==> src/rtl/k_fifo_2deep_ctrl_pkg.sv <==
// ============================================================================
// k_fifo_pkg : shared types and constants for the 2-deep RAM FIFO controller
// Rev 1.0
// ============================================================================
`default_nettype none

package k_fifo_pkg;

  typedef enum logic {
    GNT_W = 1'b0,
    GNT_R = 1'b1
  } grant_e;

  localparam int RAM_DEPTH = 2;
  localparam int PTR_W     = 1;
  localparam int LEVEL_W   = 2;
  localparam int CNT_W     = 2;

  localparam logic [CNT_W-1:0] C_CNT_FULL = CNT_W'(RAM_DEPTH);

  function automatic logic [PTR_W-1:0] ptr_inc(input logic [PTR_W-1:0] p);
    return (p == PTR_W'(RAM_DEPTH - 1)) ? '0 : p + 1'b1;
  endfunction

endpackage

`default_nettype wire

==> src/rtl/k_fifo_2deep_ctrl_if.sv <==
// ============================================================================
// k_fifo_2deep_ctrl_if : producer/consumer valid-ready bundle of the FIFO
// Rev 1.0
// ============================================================================
`default_nettype none

interface k_fifo_2deep_ctrl_if #(
  parameter int DATA_W = 8
);
  logic              in_valid;
  logic              in_ready;
  logic [DATA_W-1:0] in_data;
  logic              out_valid;
  logic              out_ready;
  logic [DATA_W-1:0] out_data;

  modport master (
    output in_valid, in_data, out_ready,
    input  in_ready, out_valid, out_data
  );

  modport slave (
    input  in_valid, in_data, out_ready,
    output in_ready, out_valid, out_data
  );
endinterface

`default_nettype wire

==> src/rtl/k_fifo_2deep_ctrl_rr_arb.sv <==
// ============================================================================
// k_fifo_rr_arb : 2-way round-robin between RAM write and RAM read requests
// Rev 1.0
// ============================================================================
`default_nettype none

module k_fifo_rr_arb
  import k_fifo_pkg::*;
(
  input  wire logic clk,
  input  wire logic rst_n,
  input  wire logic req_w,
  input  wire logic req_r,
  output logic      gnt_w,
  output logic      gnt_r,
  output grant_e    rr_last
);

  grant_e rr_last_q;
  grant_e rr_last_d;

  // On contention the side that did not win last time gets the slot.
  always_comb begin
    gnt_w     = req_w && !(req_r && (rr_last_q == GNT_W));
    gnt_r     = req_r && !(req_w && (rr_last_q == GNT_R));
    rr_last_d = rr_last_q;
    if (req_w && req_r) begin
      rr_last_d = gnt_w ? GNT_W : GNT_R;
    end
  end

  always_ff @(posedge clk or negedge rst_n) begin
    if (!rst_n) begin
      rr_last_q <= GNT_R;
    end else begin
      rr_last_q <= rr_last_d;
    end
  end

  assign rr_last = rr_last_q;

endmodule

`default_nettype wire

==> src/rtl/k_fifo_2deep_ctrl.sv <==
// ============================================================================
// k_fifo_2deep_ctrl : drives a 2-entry dual-port RAM as a show-ahead FIFO
// Rev 1.0
// ============================================================================
`default_nettype none

module k_fifo_2deep_ctrl
  import k_fifo_pkg::*;
#(
  parameter int DATA_W = 8
) (
  input  wire logic                clk,
  input  wire logic                rst_n,
  k_fifo_2deep_ctrl_if.slave       fifo,
  output logic [LEVEL_W-1:0]       level,
  output logic                     ram_wen,
  output logic [PTR_W-1:0]         ram_waddr,
  output logic [PTR_W-1:0]         ram_raddr,
  output logic [DATA_W-1:0]        ram_d,
  input  wire logic [DATA_W-1:0]   ram_q
);

  logic [PTR_W-1:0]  wptr_q, wptr_d;
  logic [PTR_W-1:0]  rptr_q, rptr_d;
  logic [PTR_W-1:0]  raddr_q, raddr_d;
  logic [CNT_W-1:0]  cnt_q, cnt_d;
  logic              inflight_q, inflight_d;
  logic              out_valid_q, out_valid_d;
  logic [DATA_W-1:0] out_data_q, out_data_d;

  logic   rd_req;
  logic   req_w;
  logic   push;
  logic   rd_issue;
  grant_e rr_last;

  assign rd_req = (cnt_q != '0) && !inflight_q && (!out_valid_q || fifo.out_ready);
  assign req_w  = fifo.in_valid && (cnt_q != C_CNT_FULL);

  k_fifo_rr_arb u_arb (
    .clk     (clk),
    .rst_n   (rst_n),
    .req_w   (req_w),
    .req_r   (rd_req),
    .gnt_w   (push),
    .gnt_r   (rd_issue),
    .rr_last (rr_last)
  );

  // Ready is advertised without looking at in_valid, so it must assume a
  // write would contend with any pending read.
  assign fifo.in_ready = (cnt_q != C_CNT_FULL) && !(rd_req && (rr_last == GNT_W));

  always_comb begin
    wptr_d      = wptr_q;
    rptr_d      = rptr_q;
    raddr_d     = raddr_q;
    cnt_d       = cnt_q;
    inflight_d  = 1'b0;
    out_valid_d = out_valid_q;
    out_data_d  = out_data_q;

    if (push) begin
      wptr_d = ptr_inc(wptr_q);
      cnt_d  = cnt_q + 1'b1;
    end else if (rd_issue) begin
      rptr_d     = ptr_inc(rptr_q);
      raddr_d    = rptr_q;
      cnt_d      = cnt_q - 1'b1;
      inflight_d = 1'b1;
    end

    // RAM q is held across write cycles, so a capture is safe next to a push.
    if (inflight_q) begin
      out_data_d  = ram_q;
      out_valid_d = 1'b1;
    end else if (out_valid_q && fifo.out_ready) begin
      out_valid_d = 1'b0;
    end
  end

  always_ff @(posedge clk or negedge rst_n) begin
    if (!rst_n) begin
      wptr_q      <= '0;
      rptr_q      <= '0;
      raddr_q     <= '0;
      cnt_q       <= '0;
      inflight_q  <= 1'b0;
      out_valid_q <= 1'b0;
      out_data_q  <= '0;
    end else begin
      wptr_q      <= wptr_d;
      rptr_q      <= rptr_d;
      raddr_q     <= raddr_d;
      cnt_q       <= cnt_d;
      inflight_q  <= inflight_d;
      out_valid_q <= out_valid_d;
      out_data_q  <= out_data_d;
    end
  end

  assign ram_wen        = push;
  assign ram_waddr      = wptr_q;
  assign ram_raddr      = rd_issue ? rptr_q : raddr_q;
  assign ram_d          = fifo.in_data;
  assign fifo.out_valid = out_valid_q;
  assign fifo.out_data  = out_data_q;
  assign level          = LEVEL_W'(cnt_q) + LEVEL_W'(inflight_q) + LEVEL_W'(out_valid_q);

endmodule

`default_nettype wire
==> src/flat_wrapper.sv <==
// flat-port wrapper written by rule: the top's interface ports become plain ports
module k_fifo_2deep_ctrl_flat import k_fifo_pkg::*;
#(
  parameter int DATA_W = 8
)
  (clk, rst_n, level, ram_wen, ram_waddr, ram_raddr, ram_d, ram_q, fifo_in_valid, fifo_in_data, fifo_out_ready, fifo_in_ready, fifo_out_valid, fifo_out_data);
  k_fifo_2deep_ctrl_if #(.DATA_W(DATA_W)) fifo_i ();
  input  wire logic clk;
  input  wire logic rst_n;
  output logic [LEVEL_W-1:0] level;
  output logic ram_wen;
  output logic [PTR_W-1:0] ram_waddr;
  output logic [PTR_W-1:0] ram_raddr;
  output logic [DATA_W-1:0] ram_d;
  input  wire logic [DATA_W-1:0] ram_q;
  input wire logic [$bits(fifo_i.in_valid)-1:0] fifo_in_valid;
  input wire logic [$bits(fifo_i.in_data)-1:0] fifo_in_data;
  input wire logic [$bits(fifo_i.out_ready)-1:0] fifo_out_ready;
  output wire logic [$bits(fifo_i.in_ready)-1:0] fifo_in_ready;
  output wire logic [$bits(fifo_i.out_valid)-1:0] fifo_out_valid;
  output wire logic [$bits(fifo_i.out_data)-1:0] fifo_out_data;
  assign fifo_i.in_valid = fifo_in_valid;
  assign fifo_i.in_data = fifo_in_data;
  assign fifo_i.out_ready = fifo_out_ready;
  assign fifo_in_ready = fifo_i.in_ready;
  assign fifo_out_valid = fifo_i.out_valid;
  assign fifo_out_data = fifo_i.out_data;
  k_fifo_2deep_ctrl #(.DATA_W(DATA_W)) u_core (.clk(clk), .rst_n(rst_n), .fifo(fifo_i), .level(level), .ram_wen(ram_wen), .ram_waddr(ram_waddr), .ram_raddr(ram_raddr), .ram_d(ram_d), .ram_q(ram_q));
endmodule
==> config.mk <==
export PLATFORM = sky130hd
export DESIGN_NAME = k_fifo_2deep_ctrl_flat
export DESIGN_NICKNAME = d
export VERILOG_FILES = /design/src/rtl/k_fifo_2deep_ctrl_pkg.sv /design/src/rtl/k_fifo_2deep_ctrl_if.sv /design/src/rtl/k_fifo_2deep_ctrl_rr_arb.sv /design/src/rtl/k_fifo_2deep_ctrl.sv /design/src/flat_wrapper.sv
export SDC_FILE = /design/constraint.sdc
export NUM_CORES = 1
export LEC_CHECK = 0
export BUFFER_PORTS_ARGS = -buffer_cell sky130_fd_sc_hd__buf_2
export CAP_MARGIN = 20
export CORE_MARGIN = 2
export CORE_UTILIZATION = 46
export CTS_BUF_LIST = sky130_fd_sc_hd__clkbuf_4
export CTS_CLUSTER_DIAMETER = 80
export DETAILED_ROUTE_END_ITERATION = 16
export PLACE_DENSITY = 0.81
export SLEW_MARGIN = 40
export SYNTH_ARGS = -nofsm -noshare
export SYNTH_HDL_FRONTEND = slang
export SYNTH_SLANG_ARGS = --single-unit
==> constraint.sdc <==
create_clock -name clk -period 1.6 [get_ports clk]
set_input_delay 0.24 -clock clk [delete_from_list [all_inputs] [get_ports clk]]
set_output_delay 0.24 -clock clk [all_outputs]
set_load 0.05 [all_outputs]
# After elaboration in Yosys (flattened, before gate mapping)
# Cells that the tools add are included.
# word_totals
ram_bits,0
reg_bits,16
memories,0
word_cells,46
mem_bits_ro,0
latch_bits,0
# classes
div,0
order_cmp,0
reduce_logical,19
n_mux,10
mul,0
bitwise_logic,2
n_addsub,6
n_eq_ne,1
shifts,0
# op_table
operator,n
$logic_and 1x1->1,10
$mux 1,8
$reduce_bool 2->1,3
$add 2x1->2,2
$logic_not 1->1,4
$mux 2,2
$add 1x1->1 const B,2
$add 2x1->2 const B,1
$ne 2x2->1 const B,1
$not 1->1,2
$reduce_and 2->1,1
$sub 2x1->2 const B,1
$logic_or 1x1->1,1

# Logic depth before layout (Yosys ltp)
# Gate-level depths: netlist (run 1).
# depth
word_depth,8
mapped_depth,5

# Cells and area by module
# From an unflattened synthesis (run 1), not the netlist that was laid out.
# unflattened
hier_cells,61
area_unflattened_um2,774.5
# by_module_without_submodules
mod,cells_each,instances,area_per_inst_um2,seq_area_each_um2
k_fifo_2deep_ctrl,55,1,716.9,375.4
k_fifo_rr_arb,6,1,57.6,26.3

# Worst setup path before layout (run 1)
# OpenSTA, ideal clock, no wires.
# synth_path
path_kind,flip-flop to output port
from,"reg u_core.out_valid_q, in the netlist u_core.fifo.out_valid"
to,out fifo_in_ready
setup_slack_ps,-492
arrival_ps,1852
stages_incl_launch_ff,4
cell_sequence,dfrtp_1 -> nor2b_4 -> nor2_8 -> a31oi_1
# synth_between
elab_chain_cells,6
# synth_lines
element,line,rtl
start: declaration,k_fifo_2deep_ctrl.sv:28,"logic out_valid_q, out_valid_d;"
start signal: assignment,k_fifo_2deep_ctrl.sv:97,out_valid_q <= out_valid_d;
$logic_not 1->1,k_fifo_2deep_ctrl.sv:37,assign rd_req = (cnt_q != '0) && !inflight_q && (!out_valid_q || fifo.out_ready);
$logic_or 1x1->1,k_fifo_2deep_ctrl.sv:37,
$logic_and 1x1->1,k_fifo_2deep_ctrl.sv:37,
$logic_and 1x1->1,k_fifo_2deep_ctrl.sv:52,assign fifo.in_ready = (cnt_q != C_CNT_FULL) && !(rd_req && (rr_last == GNT_W));
$logic_not 1->1,k_fifo_2deep_ctrl.sv:52,
$logic_and 1x1->1,k_fifo_2deep_ctrl.sv:52,
end: declaration,flat_wrapper.sv:19,output wire logic [$bits(fifo_i.in_ready)-1:0] fifo_in_ready;
# No other way between the ends.

# Final worst setup path (run 1)
# layout_path
from,"reg u_core.out_valid_q, in the netlist u_core.fifo.out_valid"
to,out ram_raddr
# layout_between
elab_chain_cells,5
# layout_lines
element,line,rtl
$logic_not 1->1,k_fifo_2deep_ctrl.sv:37,
$logic_or 1x1->1,k_fifo_2deep_ctrl.sv:37,
$logic_and 1x1->1,k_fifo_2deep_ctrl.sv:37,
$logic_and 1x1->1,k_fifo_2deep_ctrl_rr_arb.sv:25,gnt_r = req_r && !(req_w && (rr_last_q == GNT_R));
$mux 1,k_fifo_2deep_ctrl.sv:104,assign ram_raddr = rd_issue ? rptr_q : raddr_q;
end: declaration,flat_wrapper.sv:13,output logic [PTR_W-1:0] ram_raddr;
# No other way between the ends.

==> impl.org, run 1 <==
** Timing
- In this run the tightest slew margin relative to its limit is 76.4%.
- For the pin with the worst max-slew slack, the measured transition is 355 ps.
- After layout, the worst path uses 110% of the clock period.
- Setup repair after global routing could not meet its margin everywhere.
- Once routing completed, OpenROAD measured the worst setup slack at -161 ps.
- Across the routed clock network, the largest skew measured is around 1.9 ps.
- Fmax :: ~570 MHz
- After layout, the minimum clock period comes to between 1500 and 2000 ps.
- Final setup fails :: 5
- The hold violation count in the final report is 0.
- Number of max-slew violations in the final report :: 0
- On the final layout, the worst hold slack is ~170 ps.

** Synthesis
- Syn avg cell area :: ~14 um2
- Post-Syn Instances :: 60
- The mapped netlist covers 826 um2.
- Number of synthesized flops with an enable pin :: 0
- Yosys warns :: 0
- Synthesis produced a netlist with a net count of 81.
- Sorting the synthesized cells by area gives the leading types as dfrtp_1 (45%), mux2_2 (8.2%), buf_4 (7.3%), mux2_1 (4.1%), mux2_4 (3.6%).
- Total of flip-flops plus latches after synthesis :: 16
- In the synthesized netlist the dominant register cell turns out to be dfrtp_1.
- Of all flip-flops after synthesis, the portion carrying an async set or reset was between 90% and 100%.
- For this run, the register share of the synthesized area comes to 48.6%.
- Post-synth cell types :: 26
- Cell accounting for the most synthesized area :: dfrtp_1
- The commonest cells after synthesis are dfrtp_1 (15), buf_4 (8), mux2_2 (6).
- Most frequent cell after synthesis :: dfrtp_1
- Summed over its instances, the top area cell type makes up roughly 45% of the synthesized netlist area.

** CTS
- In this run the number of H-tree levels came out at 1.
- TritonCTS built the clock tree.
- The clock net in this run drives a total of 16 sinks.
- No sink is reached through more buffers than the 2 on the longest clock path.
- Clock edge transition at the registers on the reported setup and hold paths :: roughly 90 ps
- In this run, CTS created clock tree buffers numbering 3.
- In this run the clock root is driven by a clkbuf_4.
- For the worst-skew pair, the clock arrives at the later sink with an insertion delay of around 270 ps.

** Final layout
- Cells fill 65.2% of the core in the end.
- Layout cell share with drive strength beyond 1 :: 68.8%
- Relative to the synthesized area, the layout overhead comes to 34.8%.
- Final-stage net count :: 115
- The number of antenna diodes in the final layout is 0.

** Placed design
- The congestion estimate from routability-driven global placement came to 0.719.
- Number of input and output port buffers inserted :: 26
- HPWL after DPL :: about 1100 um

** Drt
- Via count :: 536
- First drt pass iteration count :: 3
- Detailed routing placed a total of 79 um of wire on met3.
- Metal2 WL :: 760 um
- After detailed routing, no signal wire sits above met4.
- After detailed routing, the number of vias per cell comes to between 4 and 5.
- Antenna Nets Post-Route :: 0
- In the final routed layout, each cell accounts on average for 12.1 um.
- In the routed design, unresolved DRC markers number 0.
- Routed length on met1 :: 564 um
- Post-Route WL :: 1430 um
- In this run, the number of DRC markers left after iteration 0 of detailed routing was 1.

** Floorplanning
- Die footprint :: roughly 0.0022 mm2
- 43 I/O pins were placed.
- Initial standard-cell utilization of the core :: 48.4%
- Vertical die dimension :: between 40 and 50 um
- The initialized floorplan defines 15 standard-cell rows.
- The core region is about 0.0017 mm2.
- Die outline width :: between 40 and 50 um

** Worst setup path
- STA classifies the critical path endpoint as an output pin.
- Data required time of the worst path :: 1360 ps
- Critical path arrival :: 1520 ps
- Critical Path Start Type :: flip-flop
- CP max FO :: 3
- Critical path type :: flip-flop to output pin

** Global route
- First-pass GRT wire length :: about 2000 um
- The total overflow left after global routing is 0.
- Global routing used about 14% of the available tracks across all layers.
- The number of global-route vias before repair came to approximately 460.
- Maximum number of pins on one net before global-route repair :: 17
- The number of antenna violations at the first check in global routing came to 0.

** Min path
- The min-delay analysis places its worst path in the category primary input to flip-flop.

** Job
- Max Cap Viol :: 0

** Outcome
- Outcome :: finished, violations left
- Violations in the final reports :: negative setup slack
cell usage in the layout (no fill, tap or decap), drive strengths merged:
| cell type | Yosys | layout |
|---|---|---|
| a21oi | 1 | 1 |
| a31oi | 1 | 1 |
| and3 | 1 | 1 |
| buf | 9 | 37 |
| clkbuf | 0 | 3 |
| clkinv | 0 | 1 |
| dfrtp | 15 | 15 |
| dfstp | 1 | 1 |
| dlygate4sd3 | 0 | 1 |
| fa | 1 | 1 |
| inv | 5 | 5 |
| mux2 | 11 | 11 |
| nand2 | 1 | 1 |
| nor2 | 1 | 1 |
| nor2b | 2 | 2 |
| o21a | 1 | 1 |
| o21ai | 2 | 2 |
| o22ai | 1 | 1 |
| o311ai | 1 | 1 |
| o31ai | 1 | 1 |
| xnor2 | 3 | 3 |
| xor2 | 2 | 2 |
area by class of cell:
type	instances	area, um2
clock buffers	3	22.5
clock inverters	1	3.75
fillers	135	594
inverters	5	21.3
multi-input cells	30	368
flip-flops and latches	16	405
well taps	25	31.3
repair buffers	38	262
repair_timing:
item	4_1_cts	5_1_grt
resized for setup	14	0
buffers inserted	5	0
hold buffers	1	0
endpoints found under the setup margin	5	5
hold endpoints to repair	15	0
pin swaps	1	0
through the flow:
stage	setup slack [ps]	std cells	area, um2	TNS (ps)
2_1_floorplan	-16.2	60	863	-16.2
3_3_place_gp	76.8	108	998	0
3_5_place_dp	46.4	108	998	0
4_1_cts	-179	118	1110	-752
5_1_grt	-223	118	1110	-1010
6_report	-161	118	1110	-685
flip-flops by register name, summed over array words and instances, names as in the netlist:
register	cells
u_core.cnt_q	2
u_core.fifo.out_data	8
u_core.fifo.out_valid	1
u_core.inflight_q	1
u_core.raddr_q	1
u_core.ram_waddr	1
u_core.rptr_q	1
u_core.u_arb.rr_last	1
worst max-delay path, cell delays in order, from the launching register on:
cell and delay [ps]:
dfrtp_2 440, nor2b_4 150, nor2_8 120, o21ai_4 80, mux2_4 310, buf_8 150
kinds of logic after synthesis:
| kind of cell | Yosys count | synth area share (%) |
|---|---|---|
| flops | 16 | 48.6 |
| compound gates | 8 | 10.2 |
| xor+xnor | 5 | 5.30 |
| simple gates | 5 | 6.36 |
| mux | 11 | 15.9 |
| buf+inv | 14 | 11.2 |
| fa+ha+maj | 1 | 2.42 |
final timing paths:
| kind | start | endpoint | slack (ps) | cells after the start |
|---|---|---|---|---|
| min | ram_q[4] | u_core.fifo.out_data[4] | 170 | 2 |
| max | u_core.fifo.out_valid | ram_raddr | -160 | 5 |
| min reg2reg | u_core.ram_waddr | u_core.ram_waddr | 470 | 1 |
| max reg2reg | u_core.fifo.out_valid | u_core.cnt_q[0] | 150 | 6 |
| min in group asynchronous | rst_n | u_core.fifo.out_data[0] | 390 | 2 |
| max in group asynchronous | rst_n | u_core.u_arb.rr_last | 910 | 2 |
metal layers:
metal  up-vias  track usage, %
met5         -               0
met1       259            15.8
met4         0            10.9
li1        258               -
met3         4            3.53
met2        15            23.6
Power of run 1 is not shown: default switching activity piles up to over one toggle a cycle in this logic, so the estimate is an artifact.
==> inputs of run 2 (changes only) <==
--- a/config.mk
+++ b/config.mk
@@ -8,7 +8,7 @@
 export BUFFER_PORTS_ARGS = -buffer_cell sky130_fd_sc_hd__buf_2
 export CAP_MARGIN = 20
 export CORE_MARGIN = 2
-export CORE_UTILIZATION = 46
+export CORE_UTILIZATION = 45
 export CTS_BUF_LIST = sky130_fd_sc_hd__clkbuf_4
 export CTS_CLUSTER_DIAMETER = 80
 export DETAILED_ROUTE_END_ITERATION = 16
@@ -16,4 +16,5 @@
 export SLEW_MARGIN = 40
 export SYNTH_ARGS = -nofsm -noshare
 export SYNTH_HDL_FRONTEND = slang
+export SYNTH_HIERARCHICAL = 1
 export SYNTH_SLANG_ARGS = --single-unit
==> run 2 against run 1 <==
- the flow still finishes with violations (negative setup slack)
- global-route usage rose by 4.7 points
- worst setup slack got worse by 130 ps
- final area rose by 6.0%
- sequential cell count did not move
- area after synthesis fell by 6.2%
- first-iteration DRC count rose to 8.0 times the previous value
- synthesized cell count rose by 1.7%
- fmax fell by 7.1%
- wire length rose by 14%
- via count rose by 4.7%
- critical path depth did not move
- non-clock buffer count rose by 5
- highest routed layer unchanged
==> impl.org, run 2 <==
** Worst setup path
- The critical path crosses 5 cells after its start point.
- CP Cell Sequence :: nand2b_4 > and2_4 > a21boi_4 > mux2_4 > buf_8
- Setup slack of the most critical reg-to-reg path :: -190 ps
- Delay-heaviest family, CP :: flip-flops
- Critical path arrival :: 1660 ps
- The endpoint identified for the worst register-to-register timing path is u_core/cnt_q[1].
- The worst setup path is captured at an output pin.
- Beginning of the critical path :: u_core/cnt_q[0]
- The worst setup path is launched from a flip-flop.
- R2R depth :: 7
- The setup path with the least slack is of type flip-flop to output pin.
- Data required time of the worst path :: between 1000 and 1500 ps
- CP max FO :: 4
- Slowest stage delay, CP :: about 450 ps
- The worst register-to-register path begins at u_core/cnt_q[0].
- The slowest stage of the critical path is the dfrtp_2 cell.
- Critical path buffers and inverters :: 1

** Global route
- First-pass GRT wire length :: around 2800 um
- The number of antenna violations at the first check in global routing was 0.
- The number of global-route vias before repair came to between 600 and 700.
- Residual overflow from global routing :: 0
- Maximum number of pins on one net before global-route repair :: 17
- Across every metal layer, demand over resource in global routing totals approximately a fifth.

** Floorplanning
- For this configuration, the core starts out at a cell density of between 40% and 50%.
- The die covers 0.00207 mm2.
- 43 I/O pins were placed.
- Die outline width :: between 40 and 50 um
- The floorplan has 14 rows.
- The die is about 45 um tall.
- Standard cell core area :: ~0.0016 mm2

** Min path
- Destination of the worst hold path :: u_core/fifo.out_data[6]
- Worst hold path class :: primary input to flip-flop
- Worst hold path depth :: 2
- Worst hold start :: ram_q[6]

** Drt
- Antenna Nets Post-Route :: 0
- For this run, design rule violations remaining after detail routing come to 0.
- The detailed router finished its first iteration with 8 violations.
- Summing over every cut layer, the via total after detailed routing is 561.
- Drt wl/cell :: between 10 and 15 um
- Post-DR vias/cell :: approximately 4.9
- First drt pass iteration count :: 4
- Post-Route WL :: 1640 um

** Synthesis
- FFs w/ async S/R, synth :: 100%
- Most frequent cell after synthesis :: dfrtp_1
- The synthesized design contains 16 register bits.
- In this run, synthesis inferred 0 flip-flops with an integrated enable.
- In the post-synthesis netlist, the biggest area contributors are dfrtp_1 (48%), mux2_2 (15%), buf_4 (7.8%), dfstp_2 (3.4%), xnor2_1 (3.4%).
- The synthesized design devotes to its leading area cell type about half of total area.
- The number of different library cells used by synthesis comes to 24.
- Post-Syn Instances :: just over 60
- Sequential cells were found to cover 51.9% of the synthesized design area.
- The largest total area in the synthesized netlist belongs to dfrtp_1.
- For this run, the number of Yosys warnings is 6.
- Total standard cell area after synthesis :: a little under 800 um2
- Ranked by instance count, the synthesized netlist is headed by dfrtp_1 (15), mux2_2 (10), buf_4 (8).
- Syn avg cell area :: about 13 um2
- Syn nets :: just over 80
- Among all flip-flop cells after synthesis, the most frequent one is dfrtp_1.

** CTS
- Counting the buffers created by CTS gives 3.
- TritonCTS built the clock tree.
- In this run the number of H-tree levels came out at 1.
- Maximum root-to-sink buffer count :: 2
- Number of sinks driven by the clock tree :: 16
- For the worst-skew pair, the clock arrives at the later sink with an insertion delay of between 200 and 300 ps.
- The tree is rooted in a clkbuf_4.
- After clock tree synthesis, the clock-pin slew on the worst setup and hold paths is ~90 ps.

** Final layout
- The multi-input combinational cells in the finished layout cover a total of around 400 um2.
- At the end of the flow, the number of nets in the layout was 121.
- Area added between synthesis and finish :: 52.3%
- Registers take roughly 410 um2.
- The library cell used most frequently in the layout, excluding fill and tap cells, is buf_2.
- Leaving out fill and tap cells, the most frequent cells in the layout are buf_2 (21), buf_4 (11), dfrtp_1 (11), buf_6 (9), mux2_2 (8).
- The post-route netlist has 77.8% of its cells at a drive strength greater than 1.
- Max reg flops :: 8
- With fillers left out, the area of the finished cells amounts to between 0.001 and 0.0015 mm2.
- Number of inserted diodes :: 0
- Counting the fill cells in the layout gives approximately 100.

** Placed design
- After legalization and detailed placement, the total HPWL measured about 1100 um.
- Final weighted congestion of routability-driven global placement :: 0.760
- Prior to clock tree synthesis, the placed netlist has a worst setup slack of -105 ps.
- Number of input and output port buffers inserted :: 26
- Placement-stage cell area :: around 0.0010 mm2

** Timing
- Headroom to the max-slew limit :: approximately 76%
- Final setup fails :: 8
- Final WS setup :: -295 ps
- After routing, the total negative slack on setup checks comes to -1310 ps.
- Worst clock skew :: ~1.3 ps
- Setup repair after global routing could not meet its margin everywhere.
- Fmax :: 528 MHz
- After layout, the worst path uses 118% of the clock period.
- Number of max-slew violations in the final report :: 0
- Final hold vios :: 0
- Slew at the pin closest to its max-slew limit :: between 300 and 400 ps
- Post-layout min period :: between 1500 and 2000 ps

** Outcome
- Violations in the final reports :: negative setup slack
- The run finished, with violations left.

** Job
- Max Cap Viol :: 0
## run 2: cell types whose count changed in the layout (fill, tap and decap cells not counted), sizes merged, moves of 2 or more
cell / delta
a21boi: +2
buf: +5
o21ai: -2
inv: -2
nand2b: +2
## run 2: cell families after synthesis
| kind of cell | Yosys count | synth area share, % |
|---|---|---|
| simple gates | 12 | 9.53 |
| fa+ha+maj | 1 | 2.58 |
| mux | 10 | 14.5 |
| buf+inv | 12 | 9.85 |
| flops | 16 | 51.9 |
| xor+xnor | 5 | 5.66 |
| compound gates | 5 | 5.98 |
## run 2: timing repair
| item | 4_1_cts | 5_1_grt |
|---|---|---|
| hold endpoints to repair | 15 | 0 |
| gates cloned | 0 | 0 |
| pin swaps | 6 | 6 |
| setup buffers | 5 | 2 |
| setup endpoints to repair | 6 | 10 |
| hold buffers | 1 | 0 |
| resized for setup | 24 | 4 |
## run 2: final cells by class
cell class	count	area share, %
clock buffers	3	1.91
clock inverters	1	0.318
inverters	3	0.954
multi-input cells	33	34.0
flip-flops and latches	16	34.5
well taps	16	1.70
repair buffers	43	26.6
## run 2: how the worst max path moves through the flow
stage	end	slack, ps
2_1_floorplan	u_core/raddr_q	-290
3_3_place_gp	ram_raddr	-80
3_5_place_dp	ram_raddr	-100
4_1_cts	ram_raddr	-290
5_1_grt	ram_raddr	-350
6_report	ram_raddr	-300
## run 2: metal layers
layer  vias up  wire, um  track usage [%]
li1        270         -                -
met1       274       690             22.9
met2        13       862             33.5
met3         4        72             2.38
met4         0        13             9.41
met5         -         0                0
## run 2: per-stage QoR
stage | hold WS [ps] | cells | util, %
after floorplan | -55.6 | 61 | -
after global placement | 166 | 104 | 64.9
after detailed placement | 170 | 104 | 64.9
after CTS | 176 | 114 | 74.5
after global routing | 182 | 115 | 75.7
final | 184 | 115 | 75.7
Power of run 2 is left out for the same reason.
